===== src/rtl/lcd_pkg.sv =====
// Shared HD44780 bus definitions: command opcodes, DDRAM address constants,
// responder states and DDRAM address helpers.
package lcd_pkg;

    localparam logic [7:0] CMD_CLR       = 8'h01;
    localparam logic [7:0] CMD_HOME      = 8'h02;
    localparam logic [7:0] CMD_SET_DDRAM = 8'h80;

    localparam logic [6:0] LINE1_BASE = 7'h00;
    localparam logic [6:0] LINE2_BASE = 7'h40;
    localparam logic [6:0] LINE1_END  = 7'h27;
    localparam logic [6:0] LINE2_END  = 7'h67;

    localparam logic [7:0] SPACE = 8'h20;

    typedef enum logic [1:0] {
        ST_UNINIT,
        ST_IDLE,
        ST_BUSY,
        ST_CLEARING
    } lcd_state_t;

    // Only the first 16 columns of each line are backed by the 2x16 buffer.
    function automatic logic addr_visible(input logic [6:0] a);
        return (a[6:4] == 3'b000) || (a[6:4] == 3'b100);
    endfunction

    function automatic logic [4:0] addr_index(input logic [6:0] a);
        return {a[6], a[3:0]};
    endfunction

    function automatic logic [6:0] addr_step(input logic [6:0] a, input logic up);
        if (up) begin
            if (a == LINE1_END) return LINE2_BASE;
            if (a == LINE2_END) return LINE1_BASE;
            return a + 7'd1;
        end
        if (a == LINE1_BASE) return LINE2_END;
        if (a == LINE2_BASE) return LINE1_END;
        return a - 7'd1;
    endfunction

endpackage


===== src/rtl/lcd_ddram.sv =====
// 32x8 display buffer: one write port, a combinational bus-side read port
// and a registered read port for panel mirroring.
module lcd_ddram
    import lcd_pkg::*;
(
    input  logic       clk,
    input  logic       rst,
    input  logic       we,
    input  logic [4:0] wa,
    input  logic [7:0] wd,
    input  logic [4:0] bus_ra,
    output logic [7:0] bus_rd,
    input  logic [4:0] rd_addr,
    output logic [7:0] rd_char
);

    logic [7:0] mem [32];

    always_ff @(posedge clk or posedge rst) begin
        if (rst) begin
            for (int unsigned i = 0; i < 32; i++) mem[i] <= SPACE;
            rd_char <= SPACE;
        end else begin
            if (we) mem[wa] <= wd;
            rd_char <= mem[rd_addr];
        end
    end

    assign bus_rd = mem[bus_ra];

endmodule


===== src/rtl/lcd_bus_responder.sv =====
// HD44780-compatible responder: synchronizes the parallel LCD bus, decodes
// commands/data into the display buffer and models busy timing.
module lcd_bus_responder
    import lcd_pkg::*;
#(
    parameter int CMD_BUSY  = 37,
    parameter int LONG_BUSY = 1520,
    parameter int INIT_SETS = 3
) (
    input  logic       clk,
    input  logic       rst,
    input  logic       lcd_en,
    input  logic       lcd_rs,
    input  logic       lcd_rw,
    input  logic [7:0] lcd_data_in,
    output logic [7:0] lcd_data_out,
    output logic       lcd_data_oe,
    output logic       busy,
    output logic       initialized,
    output logic       display_on,
    input  logic [4:0] rd_addr,
    output logic [7:0] rd_char,
    output logic       cmd_valid,
    output logic [7:0] cmd_code,
    output logic       err_pulse
);

    localparam int CW = $clog2(LONG_BUSY);
    localparam int SW = $clog2(INIT_SETS + 1);

    logic [1:0]  en_sy, rs_sy, rw_sy;
    logic [15:0] data_sy;
    logic        en_s, rs_s, rw_s, en_d, commit;
    logic [7:0]  data_s;
    logic        cap_rs, cap_rw;
    logic [7:0]  cap_data;

    lcd_state_t  state, state_nx;
    logic [CW-1:0] cnt, cnt_nx;
    logic [4:0]  clr_idx, clr_nx;
    logic [6:0]  addr, addr_nx;
    logic        id, id_nx, two_line, two_nx;
    logic [SW-1:0] set_cnt, set_nx;
    logic        init_nx, disp_nx, cmdv_nx, err_nx;
    logic [7:0]  code_nx;

    logic        we;
    logic [4:0]  wa;
    logic [7:0]  wd, bus_rd;

    assign en_s   = en_sy[1];
    assign rs_s   = rs_sy[1];
    assign rw_s   = rw_sy[1];
    assign data_s = data_sy[15:8];
    assign commit = en_d & ~en_s;
    assign busy   = (state == ST_BUSY) || (state == ST_CLEARING);

    always_ff @(posedge clk or posedge rst) begin
        if (rst) begin
            en_sy <= '0; rs_sy <= '0; rw_sy <= '0; data_sy <= '0; en_d <= 1'b0;
            cap_rs <= 1'b0; cap_rw <= 1'b0; cap_data <= '0;
        end else begin
            en_sy   <= {en_sy[0], lcd_en};
            rs_sy   <= {rs_sy[0], lcd_rs};
            rw_sy   <= {rw_sy[0], lcd_rw};
            data_sy <= {data_sy[7:0], lcd_data_in};
            en_d    <= en_s;
            if (en_s) begin
                cap_rs   <= rs_s;
                cap_rw   <= rw_s;
                cap_data <= data_s;
            end
        end
    end

    always_ff @(posedge clk or posedge rst) begin
        if (rst) begin
            state <= ST_UNINIT; cnt <= '0; clr_idx <= '0; addr <= '0; id <= 1'b1;
            two_line <= 1'b0; set_cnt <= '0; initialized <= 1'b0; display_on <= 1'b0;
            cmd_valid <= 1'b0; cmd_code <= '0; err_pulse <= 1'b0;
            lcd_data_oe <= 1'b0; lcd_data_out <= '0;
        end else begin
            state <= state_nx; cnt <= cnt_nx; clr_idx <= clr_nx; addr <= addr_nx; id <= id_nx;
            two_line <= two_nx; set_cnt <= set_nx; initialized <= init_nx; display_on <= disp_nx;
            cmd_valid <= cmdv_nx; cmd_code <= code_nx; err_pulse <= err_nx;
            lcd_data_oe  <= en_s & rw_s & (~rs_s | ~busy);
            lcd_data_out <= rs_s ? (addr_visible(addr) ? bus_rd : SPACE) : {busy, addr};
        end
    end

    always_comb begin
        state_nx = state; cnt_nx = cnt; clr_nx = clr_idx; addr_nx = addr; id_nx = id;
        two_nx = two_line; set_nx = set_cnt; init_nx = initialized; disp_nx = display_on;
        code_nx = cmd_code; cmdv_nx = 1'b0; err_nx = 1'b0;
        we = 1'b0; wa = addr_index(addr); wd = cap_data;

        if (busy) begin
            // LONG_BUSY >= 32 guarantees the fill finishes before the count expires.
            if (state == ST_CLEARING) begin
                we = 1'b1; wa = clr_idx; wd = SPACE;
                clr_nx = clr_idx + 5'd1;
                if (clr_idx == 5'd31) state_nx = ST_BUSY;
            end
            if (cnt == '0) state_nx = ST_IDLE;
            else           cnt_nx = cnt - 1'b1;
        end

        if (commit) begin
            if (cap_rw) begin
                if (cap_rs) begin
                    if (busy) err_nx = 1'b1;
                    else      addr_nx = addr_step(addr, id);
                end
            end else if (busy) begin
                err_nx = 1'b1;
            end else if (state == ST_UNINIT) begin
                if (!cap_rs && cap_data[7:5] == 3'b001) begin
                    two_nx = cap_data[3]; cmdv_nx = 1'b1; code_nx = cap_data;
                    set_nx = set_cnt + 1'b1;
                    if (set_cnt == SW'(INIT_SETS - 1)) begin
                        init_nx = 1'b1; state_nx = ST_BUSY; cnt_nx = CW'(CMD_BUSY - 1);
                    end
                end else begin
                    err_nx = 1'b1;
                end
            end else begin
                state_nx = ST_BUSY; cnt_nx = CW'(CMD_BUSY - 1);
                if (cap_rs) begin
                    we = addr_visible(addr);
                    addr_nx = addr_step(addr, id);
                end else begin
                    cmdv_nx = 1'b1; code_nx = cap_data;
                    casez (cap_data)
                        8'b1???????: addr_nx = cap_data[6:0];
                        8'b01??????: ;
                        8'b001?????: two_nx = cap_data[3];
                        8'b0001????: if (!cap_data[3]) addr_nx = addr_step(addr, cap_data[2]);
                        8'b00001???: disp_nx = cap_data[2];
                        8'b000001??: id_nx = cap_data[1];
                        8'b0000001?: begin
                            addr_nx = LINE1_BASE; cnt_nx = CW'(LONG_BUSY - 1);
                        end
                        8'b00000001: begin
                            addr_nx = LINE1_BASE; id_nx = 1'b1; clr_nx = '0;
                            state_nx = ST_CLEARING; cnt_nx = CW'(LONG_BUSY - 1);
                        end
                        default: ;
                    endcase
                end
            end
        end
    end

    lcd_ddram u_ddram (
        .clk     (clk),
        .rst     (rst),
        .we      (we),
        .wa      (wa),
        .wd      (wd),
        .bus_ra  (addr_index(addr)),
        .bus_rd  (bus_rd),
        .rd_addr (rd_addr),
        .rd_char (rd_char)
    );

endmodule


===== config.mk =====
export PLATFORM = sky130hd
export DESIGN_NAME = lcd_bus_responder
export DESIGN_NICKNAME = d
export VERILOG_FILES = /design/src/rtl/lcd_pkg.sv /design/src/rtl/lcd_ddram.sv /design/src/rtl/lcd_bus_responder.sv
export SDC_FILE = /design/constraint.sdc
export NUM_CORES = 1
export LEC_CHECK = 0
export ABC_CLOCK_PERIOD_IN_PS = 14700
export CORE_ASPECT_RATIO = 0.75
export CORE_UTILIZATION = 55
export CTS_CLUSTER_DIAMETER = 200
export DETAILED_ROUTE_END_ITERATION = 7
export PLACE_DENSITY = 0.81
export SLEW_MARGIN = 0
export SYNTH_ARGS = -nofsm -noshare
export SYNTH_HDL_FRONTEND = slang
export SYNTH_SLANG_ARGS = --single-unit
export TNS_END_PERCENT = 1

===== constraint.sdc =====
create_clock -name clk -period 14.7 [get_ports clk]
set_input_delay 2.205 -clock clk [delete_from_list [all_inputs] [get_ports clk]]
set_output_delay 2.205 -clock clk [all_outputs]
set_load 0.01 [all_outputs]

Yosys cells after proc, flatten, opt, wreduce, memory -nomap -nowiden
Cells that the tools add are included.
Widths: inputs -> output; s select.
{"block": "word_totals", "reg_bits": 346, "elab_cells": 321, "ramBits": 0, "memories": 0, "latch_bits": 0, "inputBits": 18, "rom_bits": 0, "out_inout_bits": 30}
{"block": "classes", "mux": 206, "div": 0, "reduce_logical": 18, "n_shift": 0, "eq_ne": 21, "multipliers": 0, "bitwise_logic": 13, "add_sub_neg": 5, "n_lt_le_gt_ge": 4}
{"cell": "$bwmux 256", "count": 1}
{"cell": "$mux 7", "count": 33}
{"cell": "$mux 1", "count": 125}
{"cell": "$mux 11", "count": 10}
{"cell": "$mux 8", "count": 12}
{"cell": "$bmux 8 s5", "count": 2}
{"cell": "$mux 5", "count": 10}
{"cell": "$demux 8 s5", "count": 1}
{"cell": "$pmux 7 s3", "count": 1}
{"cell": "$mux 2", "count": 10}
{"cell": "$ge 6x6->1 const B", "count": 3}
{"cell": "$not 5->6", "count": 3}
{"cell": "$reduce_and 6->1", "count": 3}
{"cell": "$eq 7x7->1 const B", "count": 2}
{"cell": "$logic_not 11->1", "count": 1}
{"cell": "$sub 11x1->11 const B", "count": 1}
{"cell": "$reduce_and 5->1", "count": 2}
{"cell": "$eq 8x1->1 const B", "count": 1}
{"cell": "$add 7x1->7 const B", "count": 1}
{"cell": "$eq 7x1->1 const B", "count": 1}
{"cell": "$eq 7x6->1 const B", "count": 1}
{"cell": "$logic_not 7->1", "count": 1}
{"cell": "$reduce_and 7->1", "count": 1}
{"cell": "$sub 7x1->7 const B", "count": 1}
{"cell": "other kinds (25)", "count": 40}

Longest topological paths before layout
Gate-level depths: netlist (run 1).
{"block": "logic_depth", "ltp_word": 34, "mapped_depth": 10, "ltp_nobuf": 7}

By module
A second synthesis (run 1) with hierarchy kept.
{"block": "unflattened", "cells_unflattened": 1188, "hier_area_um2": 17832.1}
{"module": "lcd_ddram", "seq_area_each_um2": 6647.6, "cells_each": 815, "instances": 1, "area_each_um2": 13915.8}
{"module": "lcd_bus_responder", "seq_area_each_um2": 2053.2, "cells_each": 373, "instances": 1, "area_each_um2": 3916.3}

Least setup slack after synthesis (run 1)
No wires, ideal clock.
{"block": "synth_path", "kind": "input -> register", "start": "input port rd_addr[0]", "end": "register u_ddram.rd_char[1]", "arrival_ps": 3948, "setup_ps": 125, "required_time_ps": 14575, "path_slack_ps": 10628, "path_stages": 5, "n_path_buf": 2, "cell_sequence": "buf_2 -> buf_2 -> mux4_2 -> mux4_2 -> mux2_2"}
{"block": "synth_between", "elab_chain_len": 4}
{"item": "start: declaration", "line": "lcd_bus_responder.sv:21", "rtl": "input logic [4:0] rd_addr,"}
{"item": "$not 5->6 (implied by the code)", "line": "lcd_ddram.sv:25", "rtl": "rd_char <= mem[rd_addr];"}
{"item": "$bmux 8 s5", "line": "lcd_ddram.sv:25"}
{"item": "$mux 8 (implied by the code) (2 in series)", "line": "lcd_ddram.sv:25"}
{"item": "end signal: assignment", "line": "lcd_ddram.sv:25"}
{"item": "end: declaration", "line": "lcd_ddram.sv:14", "rtl": "output logic [7:0] rd_char"}
Every way passes these cells. The select of a mux whose other input is x is not followed.
A chain may end at the register's enable or synchronous reset.

Worst setup path after layout (run 1)
{"block": "layout_path", "start": "input port rd_addr[0]", "end": "register u_ddram.rd_char[7]"}
The elaborated chain is that of the path after synthesis.

==> metrics.cfg, run 1 <==
[logic_synthesis]
ys_ff_latch=346
yosysWarnings=0
synth-xor-area-share=0.00534
seq_area_frac_synth=0.482
syn_area_per_cell_um2=14.2
synthAdderAreaFrac=0.00416
synth.distinct_cells=74
muxShareOfSynthArea=0.368
syn_nets=1291
ys.flop_type=dfrtp_1
synth_edf_count=0
synth-simple-area-share=0.0640
synth_top_family_by_area=multiplexers
async_flop_share=1.00
synthCells=1267
synth_area_mm2=0.0180
synth_compound_area_frac=0.0479

[cells_and_area]
layout_common_cells=dfrtp_1, mux2_2, mux4_2
final_common_cell=dfrtp_1
diodes=0
syn_to_final_growth_pct=11.0
nNetsFinal=1293
drive_gt1_frac=0.426
design_area_mm2=0.0200
fin_cells=1737

[floorplan]
die_area_mm2=0.0335
rows=57
die_x_um=211
start_util=0.558
core_mm2=0.0323
die_y_um=159
io_pins=48

[clock_tree]
cts-buffers-inserted=37
clkSinkCount=346
cts_root_buffer=clkbuf_16
insertion_delay_ps=560
cts_tree=yes
cts.reportedPaths.clkPinSlew_ps=60
ctsResizeCount=0
cts.hold.buffers_added=0
post_cts_buffers=0
htreeDepth=2
cts_buffer_depth=3

[place]
place_inst=1672
dpl_cell_area_mm2=0.0187
gp_congestion=0.904
port_buffers=47
hpwl_um=30500

[global_routing]
gr-usage-met3=0.0965
grt.busiest_layer=met1
globalRouteMet2Util=0.419
gr-total-overflow=0
grt_max_degree=188
grt_pass1_vias=11800
met1_usage=0.435
grt_usage=0.298
grt_pass1_wl_um=74700
antenna_found_initial=0

[drt]
dr.pass1.iters=5
drtIter0Drc=1136
via_per_inst=6.75
num_vias=11700
drc=0
routed_wl_um=48300
avgRoutedWirePerCell_um=27.8
drtAntennaViolNets=0

[run_status]
status=completed

[power]
irDropWorstVdd_uv=122
finalPower_mw=2.64
power_density_mw_per_mm2=132
power.leakage_nw=8.89

[setup_path]
cp_max_fo=34
cp_data_arrival_time_ps=4830
startpoint_type=primary input
r2r_slack_ps=10800
worstSetupEndpointType=flip-flop
required_ps=15130
criticalPathCategory=in -> reg

[timing]
rsz0062_at_grt=no
slew_viol_final=0
period_minus_slack_ps=4400
setup_viol=0
timing.fmax_ghz=0.227
finalHoldViolCount=0
finClkSkew_ps=27.0
fin_crit_sh=0.299
relSlewSlack=0.0742
tns_ps=0
whs_ps=341
worst_pin_slew_ps=1390

[worst_hold_path]
hp-class=reg -> reg

[job]
drv_cap=0

[critical path, cell delays in order]
cell and delay (ps):
buf_4 500, buf_4 680, mux4_2 590, mux4_2 530, mux2_2 290
[Yosys cell counts (4+ instances only)]
library cell	n	area share
xnor2_1	5	0.0024
o31ai_1	7	0.0029
inv_1	15	0.0031
nand4_1	7	0.0024
clkbuf_1	56	0.012
nand2b_1	8	0.0028
mux4_2	127	0.16
buf_1	5	0.0010
mux2_1	10	0.0062
dfrtp_1	312	0.43
nand3_1	18	0.0050
nor2_4	11	0.0069
buf_2	26	0.0072
nand2_1	40	0.0083
and2_1	7	0.0024
a31oi_1	11	0.0038
nor3_1	19	0.0053
nor2_1	36	0.0075
dfstp_2	34	0.050
nor4_1	4	0.0014
a211oi_1	5	0.0021
o22ai_1	4	0.0014
a21oi_1	14	0.0039
a22o_1	7	0.0034
o21ai_0	24	0.0067
nor2b_1	9	0.0031
a22oi_1	12	0.0050
nor2_2	4	0.0014
o211ai_1	4	0.0017
mux2i_1	51	0.028
and3_1	4	0.0014
ha_1	6	0.0042
buf_4	8	0.0033
xor2_1	6	0.0029
mux2_2	276	0.17
[stage by stage]
step	util	worst slack, ps
2_1_floorplan	-	2960
3_3_place_gp	0.580	9770
3_5_place_dp	0.580	9720
4_1_cts	0.620	10270
5_1_grt	0.620	10090
6_report	0.620	10300
[state kept, by name (all words and copies together), names as in the netlist, 7 cells and up]
signal and flops:
u_ddram.rd_char 8, lcd_data_out 8, cap_data 8, addr 7, u_ddram.mem 256, data_sy 16
cnt 11, cmd_code 8
[path summary, 6_finish.rpt]
check	to	cells after the start	from
worst max-delay path	u_ddram.rd_char[7]$_DFF_PP0_	5	rd_addr[0]
worst min-delay path	data_sy[8]$_DFF_PP0_	0	data_sy[0]$_DFF_PP0_
max in group asynchronous	addr[0]$_DFFE_PP0P_	3	rst
worst min register to register	data_sy[8]$_DFF_PP0_	0	data_sy[0]$_DFF_PP0_
min in group asynchronous	u_ddram.mem[16]$_DFFE_PP0P_	2	rst
worst max register to register	u_ddram.mem[190]$_DFFE_PP0P_	6	addr[0]$_DFFE_PP0P_
[report_power, final]
group	internal (mW)	total, mW	leakage (nW)	switching [mW]
Combinational	0.225	0.600	3.66	0.375
Clock	0.594	0.992	0.626	0.398
Sequential	0.986	1.05	4.60	0.0626
Total	1.80	2.64	8.89	0.836
[final cells by class]
type / count / area, um^2
Clock inverter: 16 / 230
Clock buffer: 49 / 1050
Fill cell: 2336 / 12300
Timing Repair Buffer: 60 / 568
Multi-Input combinational cell: 806 / 8840
Tap cell: 442 / 553
Sequential cell: 346 / 8710
Inverter: 18 / 75.1
[cells by family after synthesis]
family,after synthesis
muxes,467
DFF,346
and+or+nand+nor,199
AOI/OAI and AO/OA,123
buffers and inverters,115
xor gates and xnor gates,11
adders and majority gates,6
[layer usage]
metal,vias up,share of wire
li1,4850,-
met1,6174,0.42
met2,573,0.44
met3,123,0.11
met4,0,0.035
met5,-,0
No activity file was read; power rests on OpenSTA's default activity.
==> run 2: changes to the inputs <==
--- a/config.mk
+++ b/config.mk
@@ -5,12 +5,12 @@
 export SDC_FILE = /design/constraint.sdc
 export NUM_CORES = 1
 export LEC_CHECK = 0
-export ABC_CLOCK_PERIOD_IN_PS = 14700
+export ABC_CLOCK_PERIOD_IN_PS = 3500
 export CORE_ASPECT_RATIO = 0.75
 export CORE_UTILIZATION = 55
 export CTS_CLUSTER_DIAMETER = 200
 export DETAILED_ROUTE_END_ITERATION = 7
-export PLACE_DENSITY = 0.81
+export PLACE_DENSITY = 0.84
 export SLEW_MARGIN = 0
 export SYNTH_ARGS = -nofsm -noshare
 export SYNTH_HDL_FRONTEND = slang
==> constraint.sdc (replaced) <==
create_clock -name clk -period 3.5 [get_ports clk]
set_input_delay 0.525 -clock clk [delete_from_list [all_inputs] [get_ports clk]]
set_output_delay 0.525 -clock clk [all_outputs]
set_load 0.01 [all_outputs]
==> run 2 against run 1 <==
  * First-iteration DRC count rose by 24%
  * Critical endpoint is now u_ddram.mem[88]$_DFFE_PP0P_
  * Worst setup slack got worse by 9900 ps
  * Non-clock buffer count increased by 25
  * Highest routed layer is now met5
==> metrics.cfg, run 2 (synthesized netlist as in run 1, its figures left out) <==
[run_status]
status=completed

[drt]
avgRoutedWirePerCell_um=27.5  ; -1.0%
routed_wl_um=48500  ; +0.49%
via_per_inst=6.83  ; +1.2%
drc=0  ; unchanged
num_vias=12000  ; +2.8%
dr.pass1.iters=5  ; unchanged
drtAntennaViolNets=0  ; unchanged
drtIter0Drc=1409  ; +24%

[floorplan]
die_y_um=159  ; unchanged
die_x_um=211  ; unchanged
core_mm2=0.0323  ; unchanged
start_util=0.558  ; unchanged
rows=57  ; unchanged
die_area_mm2=0.0335  ; unchanged
io_pins=48  ; unchanged

[timing]
fin_crit_sh=0.887
slew_viol_final=0  ; unchanged
timing.fmax_ghz=0.322
worst_pin_slew_ps=1230  ; -155 ps
whs_ps=346  ; +5.13 ps
relSlewSlack=0.179  ; +0.104
finClkSkew_ps=20.5  ; -6.57 ps
rsz0062_at_grt=no
finalHoldViolCount=0  ; unchanged
setup_viol=0  ; unchanged
period_minus_slack_ps=3110

[job]
drv_cap=0  ; unchanged

[setup_path]
worstRegToRegCells=5  ; -1
worstSetupEndpointType=flip-flop
required_ps=3910  ; -11220 ps
criticalPathCategory=reg -> reg
r2r-start=state[1]$_DFF_PP0_
crit_start=state[1]$_DFF_PP0_
cp_max_fo=16  ; -53%
regToRegEndpoint=u_ddram.mem[88]$_DFFE_PP0P_
r2r_slack_ps=390  ; -10410 ps
cp_data_arrival_time_ps=3510  ; -1320 ps
startpoint_type=flip-flop
endpoint=u_ddram.mem[88]$_DFFE_PP0P_

[place]
place_inst=1697  ; +1.5%
gp_congestion=0.956  ; +5.8%
hpwl_um=32800  ; +7.4%
port_buffers=47  ; unchanged

[cells_and_area]
regMostFlops=u_ddram.mem
final_common_cell=dfrtp_1
diodes=0  ; unchanged
fin_cells=1764  ; +1.6%
syn_to_final_growth_pct=12.1
nNetsFinal=1318  ; +1.9%
layout_common_cells=dfrtp_1, mux2_2, mux4_2
biggestRegsByFlops=u_ddram.mem (256), data_sy (16), cnt (11)
drive_gt1_frac=0.431  ; +0.00491
largest_reg_flops=256  ; unchanged

[power]
swShare=0.319  ; +0.00219
power_density_mw_per_mm2=539  ; +310%
seq_power_share=0.409  ; +0.012
switchingPower_mw=3.47  ; +320%
irDropWorstVdd_uv=403  ; +230%
comb_power_share=0.239  ; +0.012
p_int_mw=7.42  ; +310%
power_frac_clock=0.352  ; -0.024
power.leakage_nw=9.00  ; +1.2%

[global_routing]
grt.busiest_layer=met1
grt_max_degree=95  ; -49%
gr-usage-met3=0.0872  ; -0.00930
grt_pass1_wl_um=75700  ; +1.4%
grt_pass1_vias=12100  ; +2.3%
globalRouteMet2Util=0.432  ; +0.0132
met1_usage=0.436  ; about the same
grt_usage=0.301  ; +0.00283
antenna_found_initial=2  ; +2
gr-total-overflow=0  ; unchanged

[clock_tree]
ctsResizeCount=0  ; unchanged
cts_tree=yes
htreeDepth=2  ; unchanged
cts.reportedPaths.clkPinSlew_ps=60  ; about the same
cts.hold.buffers_added=0  ; unchanged
cts-buffers-inserted=37  ; unchanged
cts_buffer_depth=3  ; unchanged
insertion_delay_ps=540  ; -20 ps
clkSinkCount=346  ; unchanged
post_cts_buffers=0  ; unchanged
cts_root_buffer=clkbuf_16

[worst_hold_path]
hp-class=reg -> reg

==> run 2: cell types whose count changed in the layout (fill, tap and decap cells not counted), moves of 2 or more <==
cell / before / now
buf_4: 13 / 30
clkbuf_1: 4 / 13
clkbuf_16: 37 / 40
inv_8: 2 / 0
clkinv_2: 3 / 5
bufinv_16: 5 / 0
clkinv_4: 2 / 0
buf_12: 1 / 9
==> run 2: cell type report <==
cell class | instances | area (um^2)
fill | 2298 | 12100
multi-input combinational | 806 | 8840
sequential | 346 | 8710
clock buffer | 60 | 1150
timing repair buffer | 85 | 861
tap | 442 | 553
inverter | 18 | 71.3
clock inverter | 7 | 41.3
==> run 2: metal layers <==
layer	up-vias	wire, um
met5	-	23
met2	641	22000
met4	4	1680
met1	6384	20000
met3	127	4830
li1	4887	-
==> run 2: per-stage QoR <==
stage               area, um^2  worst slack [ps]  TNS (ps)  power [mW]   util
global route             20200               267         0        11.3  0.626
CTS                      20200               492         0        10.9  0.626
finish                   20200               394         0        10.9  0.626
floorplan                18000             -1630   -520640        6.22      -
global placement         19000               611         0        7.02  0.589
detailed placement       19000               528         0        7.07  0.589
==> run 2: power groups by stage <==
stage	Combinational [mW]	Clock (mW)	Sequential (mW)
final	2.61	3.84	4.45
after global routing	2.76	4.06	4.47
after CTS	2.57	3.88	4.44
after detailed placement	2.56	0	4.51
after global placement	2.52	0	4.50
after floorplan	1.91	0	4.30
==> run 2: critical path, stage by stage (launching register included) <==
cell      delay [ps]
dfrtp_1          660
nand2_4          250
mux2i_1          410
nor2b_1          690
nand2b_1         490
mux2_1           470
==> run 2: how the worst min path moves through the flow <==
stage,start,endpoint,slack [ps],depth (start not counted)
after floorplan,data_sy[2]$_DFF_PP0_,data_sy[10]$_DFF_PP0_,330,0
after global placement,data_sy[0]$_DFF_PP0_,data_sy[8]$_DFF_PP0_,330,0
after detailed placement,data_sy[2]$_DFF_PP0_,data_sy[10]$_DFF_PP0_,340,0
after CTS,data_sy[6]$_DFF_PP0_,data_sy[14]$_DFF_PP0_,350,0
after global routing,rs_sy[0]$_DFF_PP0_,rs_sy[1]$_DFF_PP0_,360,0
final,data_sy[0]$_DFF_PP0_,data_sy[8]$_DFF_PP0_,350,0
==> run 3: changes to the inputs <==
--- a/config.mk
+++ b/config.mk
@@ -8,7 +8,7 @@
 export ABC_CLOCK_PERIOD_IN_PS = 3500
 export CORE_ASPECT_RATIO = 0.75
 export CORE_UTILIZATION = 55
-export CTS_CLUSTER_DIAMETER = 200
+export CTS_CLUSTER_DIAMETER = 40
 export DETAILED_ROUTE_END_ITERATION = 7
 export PLACE_DENSITY = 0.84
 export SLEW_MARGIN = 0
==> run 3 against run 2 <==
  * First-iteration DRC count fell by 3.6%
  * Sequential share of layout area decreased by 0.50 points
  * Fmax decreased by 0.73%
  * Sequential power about the same
  * Die area unchanged
  * Cell count grew 0.57%
  * Via count up 0.51%
  * Critical path depth is the same
  * Register-to-register slack got worse by 20 ps
  * Critical path type unchanged
==> metrics.cfg, run 3 (synthesized netlist as in run 1, its figures left out) <==
[run_status]
status=completed

[clock_tree]
post_cts_buffers=0  ; unchanged
cts_root_buffer=clkbuf_16
cts.reportedPaths.clkPinSlew_ps=60  ; about the same
insertion_delay_ps=550  ; about the same
clkSinkCount=346  ; unchanged
cts_buffer_depth=3  ; unchanged
ctsResizeCount=0  ; unchanged
cts_tree=yes
cts-buffers-inserted=42  ; +14%
cts.hold.buffers_added=0  ; unchanged
htreeDepth=2  ; unchanged

[worst_hold_path]
hp-start=data_sy[6]$_DFF_PP0_
hold_end=data_sy[14]$_DFF_PP0_
whs_path_depth=0  ; unchanged
hp-class=reg -> reg

[setup_path]
required_ps=3920  ; about the same
startpoint_type=flip-flop
criticalPathCategory=reg -> reg
cp_data_arrival_time_ps=3550  ; +40 ps
path_cells=nand2_4, mux2i_1, nor2b_1, nand2_1, mux2_2
worstSetupEndpointType=flip-flop
slowest_delay_ps=720  ; +30 ps
regToRegEndpoint=u_ddram.mem[217]$_DFFE_PP0P_
r2r-start=state[1]$_DFF_PP0_
cp_max_fo=16  ; unchanged
cp_slowest_cell=nor2b_1
r2r_slack_ps=370  ; -20 ps
worstRegToRegCells=5  ; unchanged

[drt]
drtIter0Drc=1358  ; -3.6%
drc=0  ; unchanged
via_per_inst=6.82  ; about the same
num_vias=12100  ; +0.51%
dr.pass1.iters=5  ; unchanged
routed_wl_um=48900  ; +0.83%
avgRoutedWirePerCell_um=27.6  ; +0.26%
drtAntennaViolNets=0  ; unchanged

[cells_and_area]
drive_gt1_frac=0.441  ; +0.0103
layout_common_cells=dfrtp_1, mux2_2, mux4_2
fin_cells=1774  ; +0.57%
regMostFlops=u_ddram.mem
multi_input_area_mm2=0.00884  ; unchanged
biggestRegsByFlops=u_ddram.mem (256), data_sy (16), cnt (11)
syn_to_final_growth_pct=13.4
diodes=0  ; unchanged
fillers=2280  ; -0.78%
largest_reg_flops=256  ; unchanged
final_common_cell=dfrtp_1
nNetsFinal=1323  ; +0.38%
seq_area_mm2=0.00871  ; unchanged
post-route-util=0.633  ; +0.00732

[power]
power_density_mw_per_mm2=559  ; +3.7%
finalPower_mw=11.4  ; +5.0%
power.leakage_nw=9.11  ; +1.2%
irDropWorstVdd_uv=366  ; -9.2%

[global_routing]
grt_max_degree=95  ; unchanged
grt_pass1_wl_um=76000  ; +0.27%
antenna_found_initial=4  ; +2
gr-total-overflow=0  ; unchanged
grt_usage=0.302  ; +0.000930
grt_pass1_vias=12100  ; +0.61%

[floorplan]
die_y_um=159  ; unchanged
start_util=0.558  ; unchanged
core_mm2=0.0323  ; unchanged
rows=57  ; unchanged
die_x_um=211  ; unchanged
io_pins=48  ; unchanged
die_area_mm2=0.0335  ; unchanged

[timing]
slew_viol_final=0  ; unchanged
setup_viol=0  ; unchanged
finClkSkew_ps=21.0  ; +0.527 ps
worst_pin_slew_ps=1180  ; -53.8 ps
period_minus_slack_ps=3130  ; +22.8 ps
fin_crit_sh=0.894  ; +0.00653
timing.fmax_ghz=0.320  ; -0.73%
relSlewSlack=0.215  ; +0.0359
tns_ps=0  ; unchanged
finalHoldViolCount=0  ; unchanged
rsz0062_at_grt=no

[place]
port_buffers=47  ; unchanged
gp_congestion=0.956  ; unchanged
hpwl_um=32800  ; unchanged
place_inst=1697  ; unchanged

[job]
drv_cap=0  ; unchanged

[run 3: cell types whose count changed in the layout (fill, tap and decap cells not counted)]
cell / previous run / this run
bufinv_16: 0 / 2
clkbuf_1: 13 / 5
clkbuf_8: 7 / 6
clkinv_4: 0 / 4
clkbuf_16: 40 / 43
clkinv_8: 0 / 3
clkinvlp_4: 2 / 4
inv_6: 1 / 5
inv_8: 0 / 1
[run 3: how the worst max path moves through the flow]
stage                       startpoint                      endpoint  slack (ps)
finish              state[1]$_DFF_PP0_  u_ddram.mem[217]$_DFFE_PP0P_         370
global route        state[1]$_DFF_PP0_  u_ddram.mem[254]$_DFFE_PP0P_         270
CTS                 state[1]$_DFF_PP0_  u_ddram.mem[254]$_DFFE_PP0P_         500
detailed placement  state[1]$_DFF_PP0_  u_ddram.mem[218]$_DFFE_PP0P_         530
global placement    state[1]$_DFF_PP0_  u_ddram.mem[217]$_DFFE_PP0P_         610
floorplan                          rst           addr[0]$_DFFE_PP0P_       -1630
[run 3: routing by layer]
| layer | GRT usage | routed length (um) | vias up | part of all wire |
|---|---|---|---|---|
| met5 | 0 | 28 | - | 0.00057 |
| met4 | 0.102 | 1690 | 4 | 0.035 |
| met3 | 0.0797 | 4940 | 123 | 0.10 |
| met2 | 0.438 | 22000 | 651 | 0.45 |
| met1 | 0.442 | 20200 | 6410 | 0.41 |
| li1 | - | - | 4917 | - |
[run 3: layout make-up]
cell class | instances | area share
timing repair buffer | 85 | 0.0421
sequential | 346 | 0.426
inverter | 18 | 0.00349
multi-input combinational | 806 | 0.432
clock inverter | 23 | 0.0121
tap | 442 | 0.0270
clock buffer | 54 | 0.0576
[run 3: report_power, final]
group          internal, mW  leakage, nW  total [mW]  switching [mW]
Sequential             4.14         4.60        4.45           0.309
Clock                  2.58        0.693        4.38            1.80
Combinational          1.04         3.81        2.61            1.57
Total                  7.76         9.11        11.4            3.68
[run 3: critical path: cells and delay by family, from the launching register on]
family,cells,cell delay (ps)
flip-flops,1,660
AND/OR/NAND/NOR,3,1520
multiplexers,2,820
[run 3: stage by stage]
step / setup slack (ps) / instance area, um^2 / hold slack (ps)
2_1_floorplan: -1630 / 18000 / 331
3_3_place_gp: 611 / 19000 / 332
3_5_place_dp: 528 / 19000 / 336
4_1_cts: 502 / 20500 / 349
5_1_grt: 269 / 20500 / 356
6_report: 371 / 20500 / 347
